### config.mk
export PLATFORM = sky130hd
export DESIGN_NAME = vid_packet_encode_flat
export DESIGN_NICKNAME = d
export VERILOG_FILES = /design/src/rtl/vid_packet_encode_if.sv /design/src/rtl/vid_packet_encode.sv /design/src/flat_wrapper.sv
export SDC_FILE = /design/constraint.sdc
export NUM_CORES = 1
export LEC_CHECK = 0
export BUFFER_PORTS_ARGS = -buffer_cell sky130_fd_sc_hd__buf_2
export CAP_MARGIN = 10
export CORE_MARGIN = 4
export CORE_UTILIZATION = 53
export DETAILED_ROUTE_END_ITERATION = 10
export PLACE_DENSITY = 0.79
export SYNTH_ARGS = -nofsm -noshare
export SYNTH_HDL_FRONTEND = slang
export SYNTH_SLANG_ARGS = --single-unit
### constraint.sdc
create_clock -name clk -period 2.3 [get_ports clk]
set_input_delay 0 -clock clk [delete_from_list [all_inputs] [get_ports clk]]
set_output_delay 0 -clock clk [all_outputs]
set_load 0.01 [all_outputs]
### src/rtl/vid_packet_encode_if.sv
// Stream bundle for the video packet encoder: raw pixel input and Avalon-ST video output.
// master is the encoder side, slave is the upstream/downstream environment side.
interface vid_packet_encode_if #(
  parameter int DATA_WIDTH = 10
) ();
  logic [DATA_WIDTH-1:0] din_data;
  logic                  din_valid;
  logic                  din_ready;
  logic                  din_startofpacket;
  logic                  din_endofpacket;
  logic [DATA_WIDTH-1:0] dout_data;
  logic                  dout_valid;
  logic                  dout_ready;
  logic                  dout_startofpacket;
  logic                  dout_endofpacket;

  modport master (
    input  din_data, din_valid, din_startofpacket, din_endofpacket, dout_ready,
    output din_ready, dout_data, dout_valid, dout_startofpacket, dout_endofpacket
  );

  modport slave (
    output din_data, din_valid, din_startofpacket, din_endofpacket, dout_ready,
    input  din_ready, dout_data, dout_valid, dout_startofpacket, dout_endofpacket
  );
endinterface

### src/rtl/vid_packet_encode.sv
// Wraps each raw pixel frame as a 10-beat control packet, a video header beat and
// the pixel stream, with a single registered output stage under dout_ready backpressure.
module vid_packet_encode #(
  parameter int DATA_WIDTH = 10
) (
  input  logic                 clk,
  input  logic                 rst,
  input  logic [15:0]          video_width,
  input  logic [15:0]          video_height,
  input  logic [3:0]           video_interlaced,
  vid_packet_encode_if.master  vif
);

  localparam logic [1:0] IDLE = 2'd0;
  localparam logic [1:0] CTRL = 2'd1;
  localparam logic [1:0] VHDR = 2'd2;
  localparam logic [1:0] DATA = 2'd3;

  logic [1:0]            state;
  logic [3:0]            cnt;
  logic [15:0]           width_q;
  logic [15:0]           height_q;
  logic [3:0]            intl_q;
  logic [DATA_WIDTH-1:0] data_p0;
  logic                  vld_p0;
  logic                  sop_p0;
  logic                  eop_p0;
  logic                  load_en;
  logic                  din_ready_c;

  function automatic logic [3:0] ctrl_nibble(input logic [3:0]  beat,
                                             input logic [15:0] w,
                                             input logic [15:0] h,
                                             input logic [3:0]  il);
    logic [3:0] n;
    case (beat)
      4'd0:    n = 4'hF;
      4'd1:    n = w[15:12];
      4'd2:    n = w[11:8];
      4'd3:    n = w[7:4];
      4'd4:    n = w[3:0];
      4'd5:    n = h[15:12];
      4'd6:    n = h[11:8];
      4'd7:    n = h[7:4];
      4'd8:    n = h[3:0];
      4'd9:    n = il;
      default: n = 4'h0;
    endcase
    return n;
  endfunction

  function automatic logic [DATA_WIDTH-1:0] pad_nibble(input logic [3:0] n);
    logic [DATA_WIDTH-1:0] r;
    r      = '0;
    r[3:0] = n;
    return r;
  endfunction

  assign load_en = !vld_p0 || vif.dout_ready;

  // The SOP beat is left waiting in IDLE so it becomes the first pixel of DATA.
  always_comb begin
    din_ready_c = 1'b0;
    if (!rst) begin
      case (state)
        IDLE:    din_ready_c = !vif.din_startofpacket;
        DATA:    din_ready_c = load_en;
        default: din_ready_c = 1'b0;
      endcase
    end
  end

  // p0: output register stage
  always_ff @(posedge clk or posedge rst) begin
    if (rst) begin
      state    <= IDLE;
      cnt      <= 4'd0;
      width_q  <= 16'd0;
      height_q <= 16'd0;
      intl_q   <= 4'd0;
      data_p0  <= '0;
      vld_p0   <= 1'b0;
      sop_p0   <= 1'b0;
      eop_p0   <= 1'b0;
    end else begin
      case (state)
        IDLE: begin
          if (load_en) vld_p0 <= 1'b0;
          if (vif.din_valid && vif.din_startofpacket) begin
            width_q  <= video_width;
            height_q <= video_height;
            intl_q   <= video_interlaced;
            cnt      <= 4'd0;
            state    <= CTRL;
          end
        end
        CTRL: begin
          if (load_en) begin
            vld_p0  <= 1'b1;
            data_p0 <= pad_nibble(ctrl_nibble(cnt, width_q, height_q, intl_q));
            sop_p0  <= (cnt == 4'd0);
            eop_p0  <= (cnt == 4'd9);
            if (cnt == 4'd9) begin
              cnt   <= 4'd0;
              state <= VHDR;
            end else begin
              cnt <= cnt + 4'd1;
            end
          end
        end
        VHDR: begin
          if (load_en) begin
            vld_p0  <= 1'b1;
            data_p0 <= '0;
            sop_p0  <= 1'b1;
            eop_p0  <= 1'b0;
            state   <= DATA;
          end
        end
        default: begin
          if (load_en) begin
            if (vif.din_valid) begin
              vld_p0  <= 1'b1;
              data_p0 <= vif.din_data;
              sop_p0  <= 1'b0;
              eop_p0  <= vif.din_endofpacket;
              if (vif.din_endofpacket) state <= IDLE;
            end else begin
              vld_p0 <= 1'b0;
            end
          end
        end
      endcase
    end
  end

  assign vif.din_ready          = din_ready_c;
  assign vif.dout_data          = data_p0;
  assign vif.dout_valid         = vld_p0;
  assign vif.dout_startofpacket = sop_p0;
  assign vif.dout_endofpacket   = eop_p0;

endmodule

### src/flat_wrapper.sv
// flat-port wrapper written by rule: the top's interface ports become plain ports
module vid_packet_encode_flat 
#(
  parameter int DATA_WIDTH = 10
)
  (clk, rst, video_width, video_height, video_interlaced, vif_din_data, vif_din_valid, vif_din_startofpacket, vif_din_endofpacket, vif_dout_ready, vif_din_ready, vif_dout_data, vif_dout_valid, vif_dout_startofpacket, vif_dout_endofpacket);
  vid_packet_encode_if #(.DATA_WIDTH(DATA_WIDTH)) vif_i ();
  input  logic clk;
  input  logic rst;
  input  logic [15:0] video_width;
  input  logic [15:0] video_height;
  input  logic [3:0] video_interlaced;
  input wire logic [$bits(vif_i.din_data)-1:0] vif_din_data;
  input wire logic [$bits(vif_i.din_valid)-1:0] vif_din_valid;
  input wire logic [$bits(vif_i.din_startofpacket)-1:0] vif_din_startofpacket;
  input wire logic [$bits(vif_i.din_endofpacket)-1:0] vif_din_endofpacket;
  input wire logic [$bits(vif_i.dout_ready)-1:0] vif_dout_ready;
  output wire logic [$bits(vif_i.din_ready)-1:0] vif_din_ready;
  output wire logic [$bits(vif_i.dout_data)-1:0] vif_dout_data;
  output wire logic [$bits(vif_i.dout_valid)-1:0] vif_dout_valid;
  output wire logic [$bits(vif_i.dout_startofpacket)-1:0] vif_dout_startofpacket;
  output wire logic [$bits(vif_i.dout_endofpacket)-1:0] vif_dout_endofpacket;
  assign vif_i.din_data = vif_din_data;
  assign vif_i.din_valid = vif_din_valid;
  assign vif_i.din_startofpacket = vif_din_startofpacket;
  assign vif_i.din_endofpacket = vif_din_endofpacket;
  assign vif_i.dout_ready = vif_dout_ready;
  assign vif_din_ready = vif_i.din_ready;
  assign vif_dout_data = vif_i.dout_data;
  assign vif_dout_valid = vif_i.dout_valid;
  assign vif_dout_startofpacket = vif_i.dout_startofpacket;
  assign vif_dout_endofpacket = vif_i.dout_endofpacket;
  vid_packet_encode #(.DATA_WIDTH(DATA_WIDTH)) u_core (.clk(clk), .rst(rst), .video_width(video_width), .video_height(video_height), .video_interlaced(video_interlaced), .vif(vif_i));
endmodule
==> flow_summary_export.csv <==
group,metric,value,unit
setup_path,critPathCaptureType,"flip-flop",
floorplanning,core,5107,µm²
power,p_per_area,1135,nW/µm²
worst_hold_path,hp-class,"input port to flip-flop",
clocking,root_buffer,"clkbuf_8",
timing,relSlewSlack,58.99,%
setup_path,cp_data_required_time,2.50,ns
setup_path,cp_num_buf_inv,1,
routing,drc,0,
grt,grt_max_degree,37,
synth,synthAdderAreaFrac,2.249,%
floorplanning,boundaryPins,66,
timing,finalCritPeriodShare,89.63,%
setup_path,r2r-end,"u_core.vif.dout_data[1]",
timing,fin_crit,2.062,ns
finish,drive_above_1_share,35.75,%
timing,setup_viol,0,
timing,finalMaxSlewViolations,0,
floorplanning,design.die.area,6471,µm²
synth,syn_nets,306,
grt,grt.overflow.total,0,
worst_hold_path,min_delay_path_depth,4,
synth,synth-simple-area-share,15.20,%
routing,drtAntennaViolNets,0,
setup_path,r2r-start,"u_core.state[1]",
synth,yosys_warnings,0,
synth,netlist.area_leader.share,49.48,%
finish,nets,414,
setup_path,critPathArrivalTime,2.26,ns
clocking,tritoncts,"yes",
routing,dr.pass1.iters,5,
synth,synth.area.top_cells,"dfrtp_1, mux2_2, nand2_1",
setup_path,crit_chain,"inv_1, ha_1, nor3b_1, or3_1, nor3b_2, a21oi_1, o21ai_0",
floorplanning,die_x,80.44,µm
placement,gp_congestion,0.9012,
worst_hold_path,holdPathEnd,"u_core.vif.dout_data[3]",
clocking,clock_path_buffers,2,
timing,setup_tns,0,ns
floorplanning,die_h,80.44,µm
routing,via_count,2319,
finish,layout_common_cells,"buf_2, dfrtp_1, dlygate4sd3_1",
placement,portBuffers,65,
finish,areaGrowthSynthToFinish,34.41,%
grt,antenna_found_initial,1,
clocking,cts_buffers,5,
grt,grt.total_usage,22.27,%
timing,tightest_slew,0.6151,ns
synth,synth-xor-area-share,0,%
power,power.total,4245,µW
synth,yosysTopAreaCell,"dfrtp_1",
synth,yosysUniqueCellTypes,41,
finish,layout_commonest_cell,"buf_2",
clocking,cts.sinks,55,
synth,syn_area,2781,µm²
synth,muxShareOfSynthArea,18.31,%
setup_path,critPathMaxFanout,17,
grt,grt_pass1_wl,11.04,mm
finish,fin_area,3739,µm²
clocking,post_cts_buffers,0,
synth,synth_top_family_by_area,"multiplexers",
run_status,outcome,"finished clean",
clocking,clk_pin_slew_worst_paths,0.10,ns
timing,rsz0062_at_grt,"no",
placement,postPlaceCellArea,3184,µm²
synth,ys_ff_latch,55,
synth,synth_compound_gate_area_share,11.25,%
routing,wl_per_cell,15.59,µm
flow_run,drv_cap,0,
setup_path,reg2reg_depth,7,
setup_path,crit_family,"simple AND/OR/NAND/NOR gates",
setup_path,cp_slowest_cell,"or3_1",
placement,hpwl,4.343,mm
clocking,cts.htree.levels,2,
grt,first_global_vias,2340,
floorplanning,start_util,54.46,%
power,leakage,0.001721,µW
power,peakVddDrop,604.8,µV
timing,max_freq,485.1,MHz
routing,drt_iter0_markers,133,
synth,syn_area_per_cell,11.17,µm²
timing,fin_ws,0.2385,ns
timing,final-hold-violation-count,0,
setup_path,critPathKind,"flip-flop to flip-flop",
clocking,clk-insertion-delay-late,0.31,ns
placement,dp_slack,0.2550,ns
clocking,cts_resized,0,
setup_path,cp-start-kind,"flip-flop",
routing,drt-total-wl,6.689,mm
synth,yosysSeqAreaShare,49.48,%
synth,syn_inst,249,
worst_hold_path,min-delay-start,"vif_din_data[3]",
setup_path,ff2ff_setup_slack,0.24,ns
timing,finClkSkew,0.01032,ns
setup_path,max_stage_delay,0.56,ns
routing,viasPerCell,5.406,
floorplanning,num_rows,26,
timing,holdWs,0.02833,ns
-- area by class of cell --
class / count / area [µm²]
Sequential cell: 55 / 1376
Fill cell: 372 / 1369
Multi-Input combinational cell: 175 / 1308
Timing Repair Buffer: 116 / 828.3
Tap cell: 70 / 87.58
Clock buffer: 6 / 82.58
Clock inverter: 2 / 38.79
Inverter: 4 / 15.01
Antenna cell: 1 / 2.502
-- registers in the layout, indices dropped and copies added (netlist names) --
register	count
u_core.cnt	4
u_core.state	2
u_core.vif.dout_endofpacket	1
u_core.width_q	16
u_core.vif.dout_data	10
u_core.vif.dout_startofpacket	1
u_core.height_q	16
u_core.vif.dout_valid	1
u_core.intl_q	4
-- cell families after synthesis --
group | Yosys count
AND/OR/NAND/NOR | 77
flip-flops | 55
AO/OA/AOI/OAI | 47
multiplexers | 46
buffers and inverters | 19
adder cells (fa/ha/maj) | 5
-- cells in the mapped netlist, drive strengths merged --
library cell	n
and2	1
nand2b	3
o32ai	3
a32o	2
mux2i	7
clkbuf	5
nor2	8
o21ai	15
o31ai	2
a211oi	1
a211o	1
a221oi	1
nand3b	8
a21boi	1
a22oi	2
nand3	4
nor2b	8
a31oi	2
or3	1
mux2	39
dfrtp	55
nand4	1
or2	1
a21oi	9
inv	4
ha	5
a2bb2oi	1
o211ai	2
nor3	5
nand2	30
buf	10
a22o	5
nor3b	6
and3	1
-- through the flow --
step                std cells  util [%]
finish                    429     73.20
global route              429     73.20
CTS                       428     73.15
detailed placement        377     62.35
global placement          377     62.35
floorplan                 249         -
-- where the power goes --
group          switching (µW)  total, µW  internal [µW]
sequential                317       1730           1420
clock                     322        681            358
combinational             918       1830            914
total                    1560       4240           2690
-- worst reg2reg max path, delay by kind of cell (launching register included) --
kind,cells,cell delay [ns]
AND/OR/NAND/NOR,3,0.94
flip-flops,1,0.47
AO/OA/AOI/OAI,2,0.22
adder cells (fa/ha/maj),1,0.21
buffers and inverters,1,0.11
-- routing by layer --
metal / part of all wire, % / global-route usage, %
met5: 0 / 0
met4: 2.0 / 6.926
met3: 6.6 / 5.381
met2: 50 / 37.83
met1: 41 / 27.95
-- worst max-delay path by stage --
stage | cells past startpoint | from | slack [ns] | to
final | 7 | u_core.state[1] | 0.24 | u_core.vif.dout_data[1]
after global routing | 7 | u_core.state[1] | 0.05 | u_core.vif.dout_data[1]
after CTS | 7 | u_core.state[1] | 0.24 | u_core.vif.dout_data[3]
after detailed placement | 7 | u_core.state[1] | 0.25 | u_core.vif.dout_data[3]
after global placement | 7 | u_core.state[1] | 0.40 | u_core.vif.dout_data[1]
after floorplan | 6 | u_core.state[0] | 0.45 | u_core.state[1]
-- repair_timing --
action                     CTS  global route
hold endpoints to repair    62             0
hold buffers                43             0
setup endpoints to repair    0             0
(Power assumes the default switching activity.)
